--- src/rtl/iss_pkg.sv ---
// Shared issue-stage types and sizing constants.
package iss_pkg;

    localparam int unsigned IQ_ENTRIES = 16;
    localparam int unsigned IQ_IDX_W   = $clog2(IQ_ENTRIES);

    typedef enum logic [1:0] {
        GNT_NONE = 2'd0,
        GNT_IQ   = 2'd1,
        GNT_LSQ  = 2'd2
    } gntSrc_t;

    typedef enum logic {
        MEM_FREE = 1'b0,
        MEM_BUSY = 1'b1
    } memState_t;

endpackage

--- src/rtl/iss_prio_enc.sv ---
// Find-first-set: lowest set request bit as one-hot, index and any flag.
module iss_prio_enc #(
    parameter int unsigned WIDTH = 16,
    parameter int unsigned IDX_W = $clog2(WIDTH)
) (
    input  logic [WIDTH-1:0] reqVec,
    output logic [WIDTH-1:0] oneHot,
    output logic [IDX_W-1:0] idx,
    output logic             any
);

    // Scan from the top so the lowest set bit is written last and wins.
    always_comb begin
        oneHot = '0;
        idx    = '0;
        any    = 1'b0;
        for (int i = WIDTH - 1; i >= 0; i--) begin
            if (reqVec[i]) begin
                oneHot    = '0;
                oneHot[i] = 1'b1;
                idx       = IDX_W'(i);
                any       = 1'b1;
            end
        end
    end

endmodule

--- src/rtl/iss_issue_arbiter.sv ---
// Single issue slot arbiter: IQ-first priority, bounded LSQ starvation and memory-port occupancy window.
module iss_issue_arbiter #(
    parameter int unsigned IQ_ENTRIES      = iss_pkg::IQ_ENTRIES,
    parameter int unsigned STARVE_LIMIT    = 4,
    parameter int unsigned MEM_BUSY_CYCLES = 2
) (
    input  logic                                  CLK,
    input  logic                                  RESET,
    input  logic                                  FREEZE,
    input  logic                                  FLUSH_IN,
    input  logic [IQ_ENTRIES-1:0]                 IQ_ready_IN,
    input  logic                                  LSQ_ready_IN,
    output logic [IQ_ENTRIES-1:0]                 IQ_grant_OUT,
    output logic [$clog2(IQ_ENTRIES)-1:0]         IQ_grantIdx_OUT,
    output logic                                  IQ_pop_OUT,
    output logic                                  LSQ_pop_OUT,
    output logic                                  Valid_Instruction,
    output logic                                  Mem_Instruction,
    output logic [$clog2(STARVE_LIMIT+1)-1:0]     starve_cnt_OUT
);

    import iss_pkg::*;

    localparam int unsigned IDX_W    = $clog2(IQ_ENTRIES);
    localparam int unsigned STARVE_W = $clog2(STARVE_LIMIT + 1);
    localparam int unsigned MEM_W    = (MEM_BUSY_CYCLES > 1) ? $clog2(MEM_BUSY_CYCLES) : 1;

    logic [IQ_ENTRIES-1:0] iqOneHot;
    logic [IDX_W-1:0]      iqSel;
    logic                  iqAny;

    memState_t             memState;
    logic [MEM_W-1:0]      memCnt;
    logic [STARVE_W-1:0]   starveCnt;

    logic                  memFree;
    logic                  lsqElig;
    logic                  forceLsq;
    gntSrc_t               gntSrc;

    iss_prio_enc #(
        .WIDTH (IQ_ENTRIES),
        .IDX_W (IDX_W)
    ) uIqEnc (
        .reqVec (IQ_ready_IN),
        .oneHot (iqOneHot),
        .idx    (iqSel),
        .any    (iqAny)
    );

    assign memFree  = (memState == MEM_FREE);
    assign lsqElig  = LSQ_ready_IN & memFree;
    assign forceLsq = (starveCnt >= STARVE_W'(STARVE_LIMIT));

    // Same-cycle grant decision; reset, freeze and flush all suppress issue.
    always_comb begin
        gntSrc = GNT_NONE;
        if (!(RESET || FREEZE || FLUSH_IN)) begin
            if (lsqElig && (!iqAny || forceLsq)) begin
                gntSrc = GNT_LSQ;
            end else if (iqAny) begin
                gntSrc = GNT_IQ;
            end
        end
    end

    assign IQ_pop_OUT        = (gntSrc == GNT_IQ);
    assign LSQ_pop_OUT       = (gntSrc == GNT_LSQ);
    assign IQ_grant_OUT      = IQ_pop_OUT ? iqOneHot : '0;
    assign IQ_grantIdx_OUT   = IQ_pop_OUT ? iqSel : '0;
    assign Valid_Instruction = IQ_pop_OUT | LSQ_pop_OUT;
    assign Mem_Instruction   = LSQ_pop_OUT;
    assign starve_cnt_OUT    = starveCnt;

    // Starvation counter and memory-port window; flush clears even under freeze.
    always_ff @(posedge CLK) begin
        if (RESET || FLUSH_IN) begin
            starveCnt <= '0;
            memCnt    <= '0;
            memState  <= MEM_FREE;
        end else if (!FREEZE) begin
            if (gntSrc == GNT_LSQ) begin
                starveCnt <= '0;
            end else if (lsqElig && (gntSrc == GNT_IQ) && !forceLsq) begin
                starveCnt <= starveCnt + STARVE_W'(1);
            end

            case (memState)
                MEM_FREE: begin
                    if ((gntSrc == GNT_LSQ) && (MEM_BUSY_CYCLES > 1)) begin
                        memState <= MEM_BUSY;
                        memCnt   <= MEM_W'(MEM_BUSY_CYCLES - 1);
                    end
                end
                MEM_BUSY: begin
                    if (memCnt <= MEM_W'(1)) begin
                        memState <= MEM_FREE;
                        memCnt   <= '0;
                    end else begin
                        memCnt <= memCnt - MEM_W'(1);
                    end
                end
                default: begin
                    memState <= MEM_FREE;
                    memCnt   <= '0;
                end
            endcase
        end
    end

endmodule

--- config.mk ---
export PLATFORM = sky130hd
export DESIGN_NAME = iss_issue_arbiter
export DESIGN_NICKNAME = d
export VERILOG_FILES = /design/src/rtl/iss_pkg.sv /design/src/rtl/iss_prio_enc.sv /design/src/rtl/iss_issue_arbiter.sv
export SDC_FILE = /design/constraint.sdc
export NUM_CORES = 1
export LEC_CHECK = 0
export BUFFER_PORTS_ARGS = -buffer_cell sky130_fd_sc_hd__buf_2
export CAP_MARGIN = 20
export CORE_MARGIN = 1.5
export CORE_UTILIZATION = 39
export CTS_CLUSTER_SIZE = 40
export DETAILED_ROUTE_END_ITERATION = 8
export HOLD_SLACK_MARGIN = 0.08
export PLACE_DENSITY = 0.78
export SLEW_MARGIN = 30
export SYNTH_ARGS = -nofsm -noshare
export SYNTH_HDL_FRONTEND = slang
export SYNTH_SLANG_ARGS = --single-unit
--- constraint.sdc ---
create_clock -name CLK -period 3 [get_ports CLK]
set_input_delay 0.45 -clock CLK [delete_from_list [all_inputs] [get_ports CLK]]
set_output_delay 0.45 -clock CLK [all_outputs]
set_load 0.03 [all_outputs]
; Yosys cells after proc, flatten, opt, wreduce, memory -nomap -nowiden
; Index checks and enable logic that the tools add are counted.
[totals]
ff_bits = 5
inputBits = 21
out_inout_bits = 27
word_cells = 87
[op_classes]
add_sub_neg = 2
order_cmp = 2
eq_ne = 3
muxes = 61
bitwise = 4
reduce_logical = 12
[op_table]
columns = operator, count
row1 = 2-to-1 mux 16 bit, 17
row2 = 2-to-1 mux 4 bit, 17
row3 = 2-to-1 mux 1 bit, 21
row4 = 2-to-1 mux 3 bit, 2
row5 = logical OR 1 bit, 4
row6 = 2-to-1 mux 2 bit, 2
row7 = case mux 1 bit (2 select lines), 2
row8 = AND reduction 2 bit, 2
row9 = adder 3 x 1 -> 3 bit (second input constant), 1
row10 = >= comparator 3 bit (second input constant), 1
row11 = logical AND 1 bit, 3
row12 = equality test 2 x 1 -> 1 bit (second input constant), 1
row13 = equality test 2 bit (second input constant), 1
row14 = zero test 1 bit, 2
row15 = != test 2 bit (second input constant), 1
row16 = NOT 1 bit, 2
row17 = nonzero test 2 bit, 1
row18 = bitwise AND 1 bit, 1
row19 = <= comparator 1 bit (second input constant), 1
row20 = bitwise OR 1 bit, 1
row21 = subtractor 1 bit (second input constant), 1

; Longest topological paths before layout
; Gate-level depths: netlist of the first run.
[depth]
ltp_word = 26
depth_mapped = 10
ltp_nobuf = 9

; Modules after synthesis
; Synthesis of the first run repeated with hierarchy kept, for this count alone.
[hier_totals]
cells_unflattened = 113
area_unflattened_um2 = 805.8
[by_module_without_submodules]
columns = module, instances, cells_each, area_each_um2, seq_area_each_um2
row1 = iss_issue_arbiter, 1, 60, 454.2, 80.1
row2 = iss_prio_enc, 1, 53, 351.6, 0.0

; Least setup slack after synthesis of the first run
; No wires, ideal clock.
[synth_path]
path_type = input-to-output
start = input FREEZE
end = output IQ_grant_OUT[6]
arrival_time_ns = 3.141
t_required_ns = 2.550
slack_ns = -0.591
stages = 8
path_buffers = 1
cell_sequence = nor3_1 nand2_1 nor2_1 ha_1 or3b_1 buf_6 or3_2 nor4_1
[synth_between]
elab_chain_len = 5
[synth_rtl]
columns = item, line_no
row1 = start: declaration, iss_issue_arbiter.sv:9  ; input logic FREEZE,
row2 = logical OR 1 bit (2 in series), iss_issue_arbiter.sv:58  ; if (!(RESET || FREEZE || FLUSH_IN)) begin
row3 = 2-to-1 mux 2 bit, iss_issue_arbiter.sv:58
row4 = equality test 2 x 1 -> 1 bit, iss_issue_arbiter.sv:67  ; assign IQ_pop_OUT = (gntSrc == GNT_IQ);
row5 = named net IQ_pop_OUT, iss_issue_arbiter.sv:15  ; output logic IQ_pop_OUT,
row6 = 2-to-1 mux 16 bit, iss_issue_arbiter.sv:69  ; assign IQ_grant_OUT = IQ_pop_OUT ? iqOneHot : '0;
row7 = end: declaration, iss_issue_arbiter.sv:13  ; output logic [IQ_ENTRIES-1:0] IQ_grant_OUT,
; The timed path passes the listed nets, and every way through them passes these cells.

; Final worst setup path of the first run
[layout_path]
start = input IQ_ready_IN[4]
end = output IQ_grantIdx_OUT[3]
[layout_between]
elab_chain_len = 12
word_cells_on_any_way = 18
classes_between = 1 x eq/ne / 14 x mux / 3 x reduce/logical
[layout_rtl]
columns = item, line_no
row1 = start: declaration, iss_issue_arbiter.sv:11  ; input logic [IQ_ENTRIES-1:0] IQ_ready_IN,
row2 = 2-to-1 mux 1 bit (5 in series), iss_prio_enc.sv:18  ; if (reqVec[i]) begin
row3 = zero test 1 bit, iss_issue_arbiter.sv:59  ; if (lsqElig && (!iqAny || forceLsq)) begin
row4 = logical OR 1 bit, iss_issue_arbiter.sv:59
row5 = logical AND 1 bit, iss_issue_arbiter.sv:59
row6 = 2-to-1 mux 2 bit, iss_issue_arbiter.sv:59
row7 = 2-to-1 mux 2 bit, iss_issue_arbiter.sv:58
row8 = equality test 2 x 1 -> 1 bit, iss_issue_arbiter.sv:67
row9 = 2-to-1 mux 4 bit *, iss_issue_arbiter.sv:70  ; assign IQ_grantIdx_OUT = IQ_pop_OUT ? iqSel : '0;
row10 = end: declaration, iss_issue_arbiter.sv:14  ; output logic [$clog2(IQ_ENTRIES)-1:0] IQ_grantIdx_OUT,
; Every way passes the cells marked *; elsewhere a longest branch is shown, timed or not.

==> out/results.ini, run 1 <==
[clock_tree]
clock-sinks = 4
ctsHoldBuffers = 0
clk_pin_slew_ns = 0.04
cts_made_buffers = 3
clk_path_buf_depth = 2
cts_tree = yes
clkLatencyLatePin_ns = 0.24
root_buffer = clkbuf_4
h-tree-depth = 1

[sta]
setup_ws_ns = -0.0887
finalCritPeriodShare = 1.03
clock.fmax_ghz = 0.324
tightest_slew_ns = 0.487
hold_viol_final = 0
slew_headroom = 0.667
fin_skew_ns = 0.00524
setup_viol = 4
rsz0062_at_grt = yes
maxSlewViolCount = 0
min_period_ns = 3.09

[critical_path]
reg2reg_depth = 9
ff2ff_setup_slack_ns = 1.29
cp-start-kind = input pin
crit_fanout = 4
crit_family = simple AND/OR/NAND/NOR gates
crit_buf_inv = 2
crit_chain = buf_8 > nor4_4 > nand4_1 > nor3_4 > o211ai_1 > ha_4 > or3b_4 > nor3_1 > nand2_1 > a21oi_1 > buf_2
worstSetupEndpointType = output pin
r2r_end = starve_cnt_OUT[1]$_SDFFE_PP0P_
slowest_delay_ns = 0.41
worst_ep_arrival_time_ns = 2.64
critPathKind = in2out
cp_data_required_time_ns = 2.55
reg2reg_from = memState$_SDFFE_PP0N_
cp_slowest_cell = or3b_4
cp_num_cells = 11

[synth]
ys_ff_latch = 4
synthTopCellsByArea = dfxtp_1 12%, ha_1 7.7%, nor2_1 6.9%
synth_ff_type = dfxtp_1
syn_area_um2 = 653
synth.distinct_cells = 36
netlist.area_leader.share = 0.123
yosysTopAreaCell = dfxtp_1
async_reset_ff_frac = 0
synth_warnings = 0
seq_area_frac_synth = 0.123
synth_common_cells = 12 x nor2_1, 8 x a21oi_1, 8 x inv_1, 8 x nor3_1, 5 x nand2_1
synth_nets = 116
synth_edf_count = 0
synth_cells = 91
synth.most_common_cell = nor2_1
avgSynthCellArea_um2 = 7.18

[placed_design]
place_area_um2 = 1160
dp_hpwl_mm = 1.91
io_buffers = 47
globalplace.congestion = 0.805
dp_cells = 174

[finish]
final_layout_size_suffix_gt1_frac = 0.622
syn2layout_area_growth_pct = 109
nets = 191
n_antenna_cell = 0
fillCellCount = 72
stdcell_count = 180
final_cell_area_um2 = 1370

[drt]
met2_length_mm = 1.61
first_pass_iters = 4
top_layer_used = met4
routed_wl_mm = 3.07
met1_length_mm = 1.16
drt-wirelength-per-cell_um = 17.1
via_count = 1032
drc = 0
vias_per_cell = 5.73
drtIter0Drc = 28
wl_met3_um = 238
ant_nets = 0

[global_route]
grt_max_degree = 7
grt_overflow = 0
first_global_vias = 973
antenna_found_initial = 0
track_usage = 0.295
grt_pass1_wl_mm = 4.31

[floorplan]
die_h_um = 43.9
top_level_ports = 48
start_util = 0.424
die_area_um2 = 1930
core_um2 = 1540
row_count = 14
die_w_um = 43.9

[min_path]
hold_depth = 2
hp-class = in2reg
hold_end = memState$_SDFFE_PP0N_
hp-start = RESET

[run]
drv_cap = 0

[run_status]
violations = setup timing
status = finished with violations

[power]
p_leak_nw = 0.674
p_per_area_nw_per_um2 = 171
power_mw = 0.234
peakVddDrop_uv = 195

## layout make-up
class	instances	area [µm²]	share of cell area
multi-input combinational	77	664	0.487
tap	16	20.0	0.0147
sequential	4	80.1	0.0587
clock buffer	3	22.5	0.0165
timing repair buffer	72	548	0.401
inverter	8	30.0	0.0220
## cell families (layout without fill, tap and decap cells)
group           Yosys count  after routing  share of synthesized area
simple gates             56             56                      0.556
compound gates           16             16                      0.157
buf+inv                  10             83                     0.0747
fa+ha+maj                 4              4                     0.0766
flops                     4              4                      0.123
xor+xnor                  1              1                     0.0134
## cells in the final DEF (no fill, tap or decap), types with 2 or more instances in the layout
cell type  count
nor4b_4        2
nor2_1        10
buf_2         27
nor4_4         5
nor2b_1        2
ha_1           3
nor3_2         3
buf_4         28
o31ai_1        2
nor2_2         2
inv_1          8
a21oi_1        7
clkbuf_4       4
dfxtp_1        4
nor3_1         3
and2_2         2
buf_6         12
and3_2         2
nand3b_1       2
nand2_1        5
and2_1         2
buf_8          4
nor3_4         2
nand2b_1       4
## how the worst max path moves through the flow
stage / startpoint / end / slack, ns
5_1_grt: IQ_ready_IN[4] / IQ_grantIdx_OUT[3] / -0.15
6_report: IQ_ready_IN[4] / IQ_grantIdx_OUT[3] / -0.09
2_1_floorplan: IQ_ready_IN[6] / IQ_grant_OUT[14] / -0.01
4_1_cts: IQ_ready_IN[4] / IQ_grant_OUT[14] / -0.03
3_3_place_gp: IQ_ready_IN[6] / IQ_grant_OUT[15] / -0.06
3_5_place_dp: IQ_ready_IN[6] / IQ_grant_OUT[14] / -0.18
## metrics by stage
| step | worst slack, ns | util | TNS (ns) | hold slack [ns] |
|---|---|---|---|---|
| 2_1_floorplan | -0.0107 | - | -0.0188 | 0.502 |
| 3_3_place_gp | -0.0561 | 0.755 | -0.111 | 0.525 |
| 3_5_place_dp | -0.184 | 0.755 | -0.446 | 0.517 |
| 4_1_cts | -0.0333 | 0.858 | -0.0650 | 0.421 |
| 5_1_grt | -0.154 | 0.886 | -0.890 | 0.419 |
| 6_report | -0.0887 | 0.886 | -0.203 | 0.420 |
## what timing repair did
action | CTS | global route
setup buffers | 2 | 1
pin swaps | 3 | 7
gates resized for setup | 31 | 12
setup endpoints to repair | 5 | 10
endpoints found under the hold margin | 0 | 0
## routing by layer
metal | track usage | up-vias
met2 | 0.571 | 65
li1 | - | 476
met3 | 0.0458 | 10
met5 | 0 | -
met1 | 0.323 | 481
met4 | 0.0848 | 0
## flip-flops by register name, summed over array words and instances (netlist names)
register        count
memState            1
starve_cnt_OUT      3
## where the power goes
part	total [mW]	internal (mW)	switching [mW]
Combinational	0.109	0.0541	0.0549
Clock	0.0712	0.0450	0.0262
Sequential	0.0537	0.0535	0.000140
Note: power is estimated with default switching activity, not from simulation.
==> run 2, diff against run 1 <==
- CORE_MARGIN: 1.5 -> 2
==> run 2 against run 1 <==
The run still ends with setup timing left. Non-clock buffer count grew 1. Clock skew grew 0.0021 ns. Cell area grew 1.7%. Via count grew 7.5%. Sequential power is essentially flat. Global-route usage grew 3.6 points. Clock power shrank 5.5%. Largest power group unchanged. Hold slack is essentially flat. Maximum frequency shrank 1.0%. Utilization grew 1.5 points. Power grew 0.46%. Critical path depth is the same.
==> out/results.ini, run 2 (synthesized netlist as in run 1, its figures left out) <==
[placed_design]
place_area_um2 = 1160  ; unchanged
io_buffers = 47  ; unchanged
globalplace.congestion = 0.848  ; +5.4%
dp_hpwl_mm = 1.95  ; +1.9%

[drt]
vias_per_cell = 6.13  ; +6.9%
first_pass_iters = 5  ; +1
drt-wirelength-per-cell_um = 19.7  ; +15%
via_count = 1109  ; +7.5%
drc = 0  ; unchanged
routed_wl_mm = 3.56  ; +16%
ant_nets = 0  ; unchanged
drtIter0Drc = 34  ; +21%

[sta]
tightest_slew_ns = 0.520  ; +0.0328 ns
slew_headroom = 0.644  ; -0.0224
min_period_ns = 3.12  ; +0.0325 ns
hold_viol_final = 0  ; unchanged
fin_skew_ns = 0.00737  ; +0.00213 ns
setup_viol = 2  ; -2
clock.fmax_ghz = 0.320  ; -1.0%
setup_ws_ns = -0.121  ; -0.0325 ns
rsz0062_at_grt = yes
finalCritPeriodShare = 1.04  ; +0.0108
maxSlewViolCount = 0  ; unchanged

[floorplan]
row_count = 14  ; unchanged
start_util = 0.424  ; unchanged
die_h_um = 44.9  ; +2.3%
top_level_ports = 48  ; unchanged
die_area_um2 = 2020  ; +4.6%
core_um2 = 1540  ; unchanged
die_w_um = 44.9  ; +2.3%

[global_route]
grt_pass1_wl_mm = 4.88  ; +13%
grt_overflow = 0  ; unchanged
grt_max_degree = 7  ; unchanged
first_global_vias = 1069  ; +9.9%
track_usage = 0.331  ; +0.0362
antenna_found_initial = 0  ; unchanged

[finish]
final_common_cell = buf_2
final_cell_mix = 29 x buf_2, 26 x buf_4, 10 x nor2_1
nets = 192  ; +0.52%
syn2layout_area_growth_pct = 113
final_layout_size_suffix_gt1_frac = 0.630  ; +0.00835
fillCellCount = 69  ; -4.2%
n_antenna_cell = 0  ; unchanged
multi_input_area_um2 = 671  ; +0.94%
final_cell_area_um2 = 1390  ; +1.7%
largest_reg_flops = 3  ; unchanged
regArea_um2 = 80.1  ; unchanged

[critical_path]
critPathKind = in2out
r2r_end = starve_cnt_OUT[1]$_SDFFE_PP0P_
reg2reg_from = memState$_SDFFE_PP0N_
cp_data_required_time_ns = 2.55  ; about the same
cp-start-kind = input pin
worst_ep_arrival_time_ns = 2.67  ; +0.03 ns
ff2ff_setup_slack_ns = 1.26  ; -0.03 ns
reg2reg_depth = 9  ; unchanged
crit_fanout = 3  ; -1
worstSetupEndpointType = output pin

[clock_tree]
cts_made_buffers = 3  ; unchanged
root_buffer = clkbuf_4
h-tree-depth = 1  ; unchanged
clkLatencyLatePin_ns = 0.24  ; about the same
cts_tree = yes
clk_path_buf_depth = 2  ; unchanged
clock-sinks = 4  ; unchanged
clk_pin_slew_ns = 0.04  ; about the same

[min_path]
hp-class = in2reg
hold_depth = 2  ; unchanged
hold_end = memState$_SDFFE_PP0N_
hp-start = FLUSH_IN

[power]
power_mw = 0.235  ; +0.46%
peakVddDrop_uv = 283  ; +45%
p_leak_nw = 0.684  ; +1.5%
p_per_area_nw_per_um2 = 169  ; -1.3%

[run_status]
status = finished with violations
violations = setup timing

[run]
drv_cap = 0  ; unchanged

==> run 2: changes by cell type in the layout (fill, tap and decap cells not counted), sizes merged <==
cell    before  now
clkbuf       4    5
==> run 2: worst max-delay path by stage <==
stage               startpoint                to  slack, ns  depth (start not counted)
2_1_floorplan   IQ_ready_IN[6]  IQ_grant_OUT[14]      -0.01                         10
4_1_cts        IQ_ready_IN[14]  IQ_grant_OUT[14]      -0.02                         11
5_1_grt         IQ_ready_IN[6]  IQ_grant_OUT[14]      -0.19                         11
6_report        IQ_ready_IN[5]  IQ_grant_OUT[14]      -0.12                         11
3_5_place_dp    IQ_ready_IN[7]  IQ_grant_OUT[15]      -0.21                         11
3_3_place_gp    IQ_ready_IN[7]  IQ_grant_OUT[15]      -0.08                         11
==> run 2: where the power goes <==
group | switching (mW) | internal [mW] | total (mW)
combinational | 0.0573 | 0.0566 | 0.114
sequential | 0.000131 | 0.0536 | 0.0537
clock | 0.0225 | 0.0447 | 0.0673
==> run 2: through the flow <==
step / setup slack [ns] / util / TNS (ns) / std cells / hold slack [ns]
floorplan: -0.0107 / - / -0.0188 / 91 / 0.502
global placement: -0.0764 / 0.755 / -0.151 / 174 / 0.516
detailed placement: -0.212 / 0.755 / -0.564 / 174 / 0.526
CTS: -0.0187 / 0.870 / -0.0187 / 180 / 0.411
global route: -0.186 / 0.901 / -0.537 / 181 / 0.426
finish: -0.121 / 0.901 / -0.131 / 181 / 0.420
==> run 2: worst max-delay path, cell delays in order <==
cell	delay, ns
buf_8	0.08
nor4_4	0.04
nand4_1	0.13
nor3_2	0.07
o211ai_1	0.24
ha_4	0.18
or3b_4	0.41
nor4b_4	0.34
nand2_2	0.18
nor4b_4	0.36
buf_6	0.18
==> run 2: repair_timing <==
action | in CTS | in global routing
hold buffers | 0 | 0
gates resized for setup | 35 | 10
setup buffers | 3 | 1
setup endpoints to repair | 6 | 14
pin swaps | 9 | 6
==> run 2: cell type report <==
| class | count | share of cell area |
|---|---|---|
| flip-flops and latches | 4 | 0.0577 |
| well taps | 16 | 0.0144 |
| clock buffers | 3 | 0.0162 |
| inverters | 8 | 0.0216 |
| multi-input cells | 77 | 0.483 |
| repair buffers | 73 | 0.407 |
==> run 2: layer usage <==
metal,track usage,share of wire,up-vias
met4,0.212,0.072,0
met2,0.591,0.51,96
li1,-,-,477
met5,0,0,-
met3,0.0480,0.083,30
met1,0.359,0.34,506
==> run 3, diff against run 2 <==
- ABC_AREA: not set -> 1
- CELL_PAD_IN_SITES_DETAIL_PLACEMENT: not set -> 2
- CELL_PAD_IN_SITES_GLOBAL_PLACEMENT: not set -> 2
- CORE_ASPECT_RATIO: not set -> 1.5
- CORE_UTILIZATION: 39 -> 18
==> run 3 against run 2 <==
The flow now finishes without violations. Cell area fell by 25%. Final cell count rose by 20%. Sequential cell count is the same. Clock power grew 75%. Wire length shrank 19%. Power increased by 2.0%. Clock skew decreased by 0.0036 ns. Via count fell by 12%. Die area rose by 120%. Critical path depth up 3. Hold slack better by 0.061 ns. Critical path type unchanged. Largest cell class unchanged. Largest power group is now the clock network.
==> out/results.ini, run 3 <==
[synth]
syn_area_um2 = 706  ; +8.0%
async_reset_ff_frac = 0  ; unchanged
synth_warnings = 0  ; unchanged
synth_common_cells = 32 x nand2_1, 25 x inv_1, 21 x nor2_1
synthTopCellsByArea = nand2_1 17%, inv_1 13%, dfxtp_1 11%
avgSynthCellArea_um2 = 5.65  ; -21%
netlist.area_leader.share = 0.170  ; +0.0476
synth.most_common_cell = nand2_1
synth_ff_type = dfxtp_1
synth.distinct_cells = 22  ; -39%
yosysTopAreaCell = nand2_1
synth_edf_count = 0  ; unchanged
ys_ff_latch = 4  ; unchanged
synth_cells = 125  ; +37%
synth_nets = 150  ; +29%
seq_area_frac_synth = 0.113  ; -0.00913

[finish]
largest_reg_flops = 3  ; unchanged
final_layout_size_suffix_gt1_frac = 0.383  ; -0.247
syn2layout_area_growth_pct = 47.5
n_antenna_cell = 0  ; unchanged
fillCellCount = 496  ; +620%
final_cell_area_um2 = 1040  ; -25%
final_cell_mix = 46 x buf_2, 32 x nand2_1, 25 x inv_1, 20 x nor2_1
nets = 202  ; +5.2%
final_common_cell = buf_2
stdcell_count = 218  ; +20%

[clock_tree]
root_buffer = clkbuf_8
cts_made_buffers = 3  ; unchanged
clk_path_buf_depth = 2  ; unchanged
postCtsResizedCells = 0  ; -100%
cts_tree = yes
clock-sinks = 4  ; unchanged
clkLatencyLatePin_ns = 0.23  ; about the same
post_cts.repair.setup_buffers = 0  ; -3
ctsHoldBuffers = 0  ; unchanged
clk_pin_slew_ns = 0.03  ; about the same
h-tree-depth = 1  ; unchanged

[power]
peakVddDrop_uv = 250  ; -12%
p_comb_frac = 0.282  ; -0.203
p_sw_mw = 0.0776  ; -2.9%
p_leak_nw = 0.610  ; -11%
internal_power_mw = 0.162  ; +4.5%
clkPwrFrac = 0.493  ; +0.207
p_per_area_nw_per_um2 = 230  ; +36%
switching_share = 0.324  ; -0.0163
p_seq_frac = 0.225  ; -0.004

[global_route]
grt_max_degree = 7  ; unchanged
antenna_found_initial = 0  ; unchanged
track_usage = 0.135  ; -0.196
grt_pass1_wl_mm = 4.46  ; -8.6%
first_global_vias = 1064  ; -0.47%
grt_overflow = 0  ; unchanged

[critical_path]
crit_buf_inv = 5  ; +3
ff2ff_setup_slack_ns = 1.43  ; +0.17 ns
crit_path_end = IQ_grant_OUT[12]
crit_fanout = 3  ; unchanged
cp_slowest_cell = ha_1
worstSetupEndpointType = output pin
crit_chain = buf_2 > nor2_2 > inv_1 > nor2_1 > inv_1 > nor2_1 > ha_1 > inv_2 > nor2_4 > nand2_4 > nor2_8 > nand4_2 > nor3_2 > clkbuf_4
cp-startpoint = RESET
cp_data_required_time_ns = 2.55  ; about the same
crit_family = simple AND/OR/NAND/NOR gates
reg2reg_depth = 10  ; +1
reg2reg_from = memState$_SDFFE_PP0N_
cp_num_cells = 14  ; +3
worst_ep_arrival_time_ns = 2.29  ; -0.38 ns
slowest_delay_ns = 0.21  ; -0.20 ns
cp-start-kind = input pin
r2r_end = starve_cnt_OUT[0]$_SDFFE_PP0P_
critPathKind = in2out

[floorplan]
die_h_um = 80.7  ; +80%
core_um2 = 3720  ; +140%
die_w_um = 55.1  ; +23%
start_util = 0.190  ; -0.234
row_count = 27  ; +13
die_area_um2 = 4450  ; +120%
top_level_ports = 48  ; unchanged

[drt]
ant_nets = 0  ; unchanged
vias_per_cell = 4.46  ; -27%
routed_wl_mm = 2.88  ; -19%
via_count = 972  ; -12%
drt-wirelength-per-cell_um = 13.2  ; -33%
drtIter0Drc = 9  ; -74%
drc = 0  ; unchanged
first_pass_iters = 4  ; -1

[placed_design]
dp_hpwl_mm = 2.56  ; +32%
place_area_um2 = 995  ; -15%
io_buffers = 47  ; unchanged
globalplace.congestion = 0.731  ; -14%
dp_cells = 215  ; +24%

[sta]
finalCritPeriodShare = 0.913  ; -0.127
maxSlewViolCount = 0  ; unchanged
slew_headroom = 0.842  ; +0.198
clock.fmax_ghz = 0.365  ; +14%
setup_viol = 0  ; -2
hold_viol_final = 0  ; unchanged
fin_skew_ns = 0.00372  ; -0.00364 ns
setup_total_negative_slack_ns = 0  ; +0.131 ns
min_period_ns = 2.74  ; -0.381 ns
tightest_slew_ns = 0.236  ; -0.284 ns
rsz0062_at_grt = no

[run]
drv_cap = 0  ; unchanged

[min_path]
hp-class = reg2reg

[run_status]
status = finished, final reports clean

## run 3: changes by cell type in the layout (fill, tap and decap cells not counted), moves of 4 or more
cell      change
nor2_1       +10
nor4_4        -5
buf_2        +17
inv_1        +17
nand2b_1      -4
buf_8         -8
clkbuf_4      -4
buf_6         -8
buf_4        -25
nand3_1       +7
nand2_1      +28
## run 3: cell type report
| cell class | count | area (µm²) | area share |
|---|---|---|---|
| multi-input cells | 93 | 519 | 0.499 |
| inverters | 27 | 101 | 0.0974 |
| clock buffers | 3 | 41.3 | 0.0397 |
| flip-flops and latches | 4 | 80.1 | 0.0769 |
| well taps | 43 | 53.8 | 0.0517 |
| repair buffers | 48 | 245 | 0.236 |
## run 3: worst min-delay path by stage
stage / from / end / slack (ns) / cells after the start
after floorplan: memState$_SDFFE_PP0N_ / memState$_SDFFE_PP0N_ / 0.44 / 2
after global placement: memState$_SDFFE_PP0N_ / memState$_SDFFE_PP0N_ / 0.47 / 2
after detailed placement: memState$_SDFFE_PP0N_ / memState$_SDFFE_PP0N_ / 0.48 / 2
after CTS: memState$_SDFFE_PP0N_ / memState$_SDFFE_PP0N_ / 0.49 / 2
after global routing: memState$_SDFFE_PP0N_ / memState$_SDFFE_PP0N_ / 0.51 / 2
final: memState$_SDFFE_PP0N_ / memState$_SDFFE_PP0N_ / 0.48 / 2
## run 3: cell families (layout without fill, tap and decap cells)
| family | count (synthesis) | count (layout) | synth area share |
|---|---|---|---|
| compound gates | 10 | 10 | 0.0745 |
| fa+ha+maj | 4 | 4 | 0.0709 |
| buf+inv | 28 | 78 | 0.154 |
| flops | 4 | 4 | 0.113 |
| simple gates | 79 | 79 | 0.587 |
## run 3: metal layers
metal,vias up,GRT usage,share of wire
met5,-,0,0
met4,0,0.0585,0.027
met3,7,0.00929,0.053
met2,36,0.296,0.61
met1,444,0.105,0.31
li1,485,-,-
## run 3: metrics by stage
step	hold slack, ns	utilization	power [mW]	worst slack (ns)
floorplan	0.443	-	0.0891	0.00274
global placement	0.465	0.268	0.119	0.361
detailed placement	0.481	0.268	0.123	0.221
CTS	0.487	0.279	0.246	0.183
global route	0.514	0.280	0.254	0.0283
finish	0.481	0.280	0.240	0.260
## run 3: worst reg2reg max path, cell delays in order (launching register included)
cell and delay (ns):
dfxtp_1 0.30, inv_1 0.05, nand2_1 0.10, o21ai_1 0.08
nor2_1 0.15, ha_1 0.21, buf_4 0.14, nand4_1 0.15
nand2_1 0.14, nand2_1 0.07, a21oi_1 0.12
## run 3: power by group through the flow
stage | Sequential (mW) | Clock [mW] | Combinational (mW)
6_report | 0.0538 | 0.118 | 0.0675
5_1_grt | 0.0538 | 0.124 | 0.0754
4_1_cts | 0.0538 | 0.124 | 0.0685
3_5_place_dp | 0.0546 | 0 | 0.0682
3_3_place_gp | 0.0545 | 0 | 0.0648
2_1_floorplan | 0.0548 | 0 | 0.0344
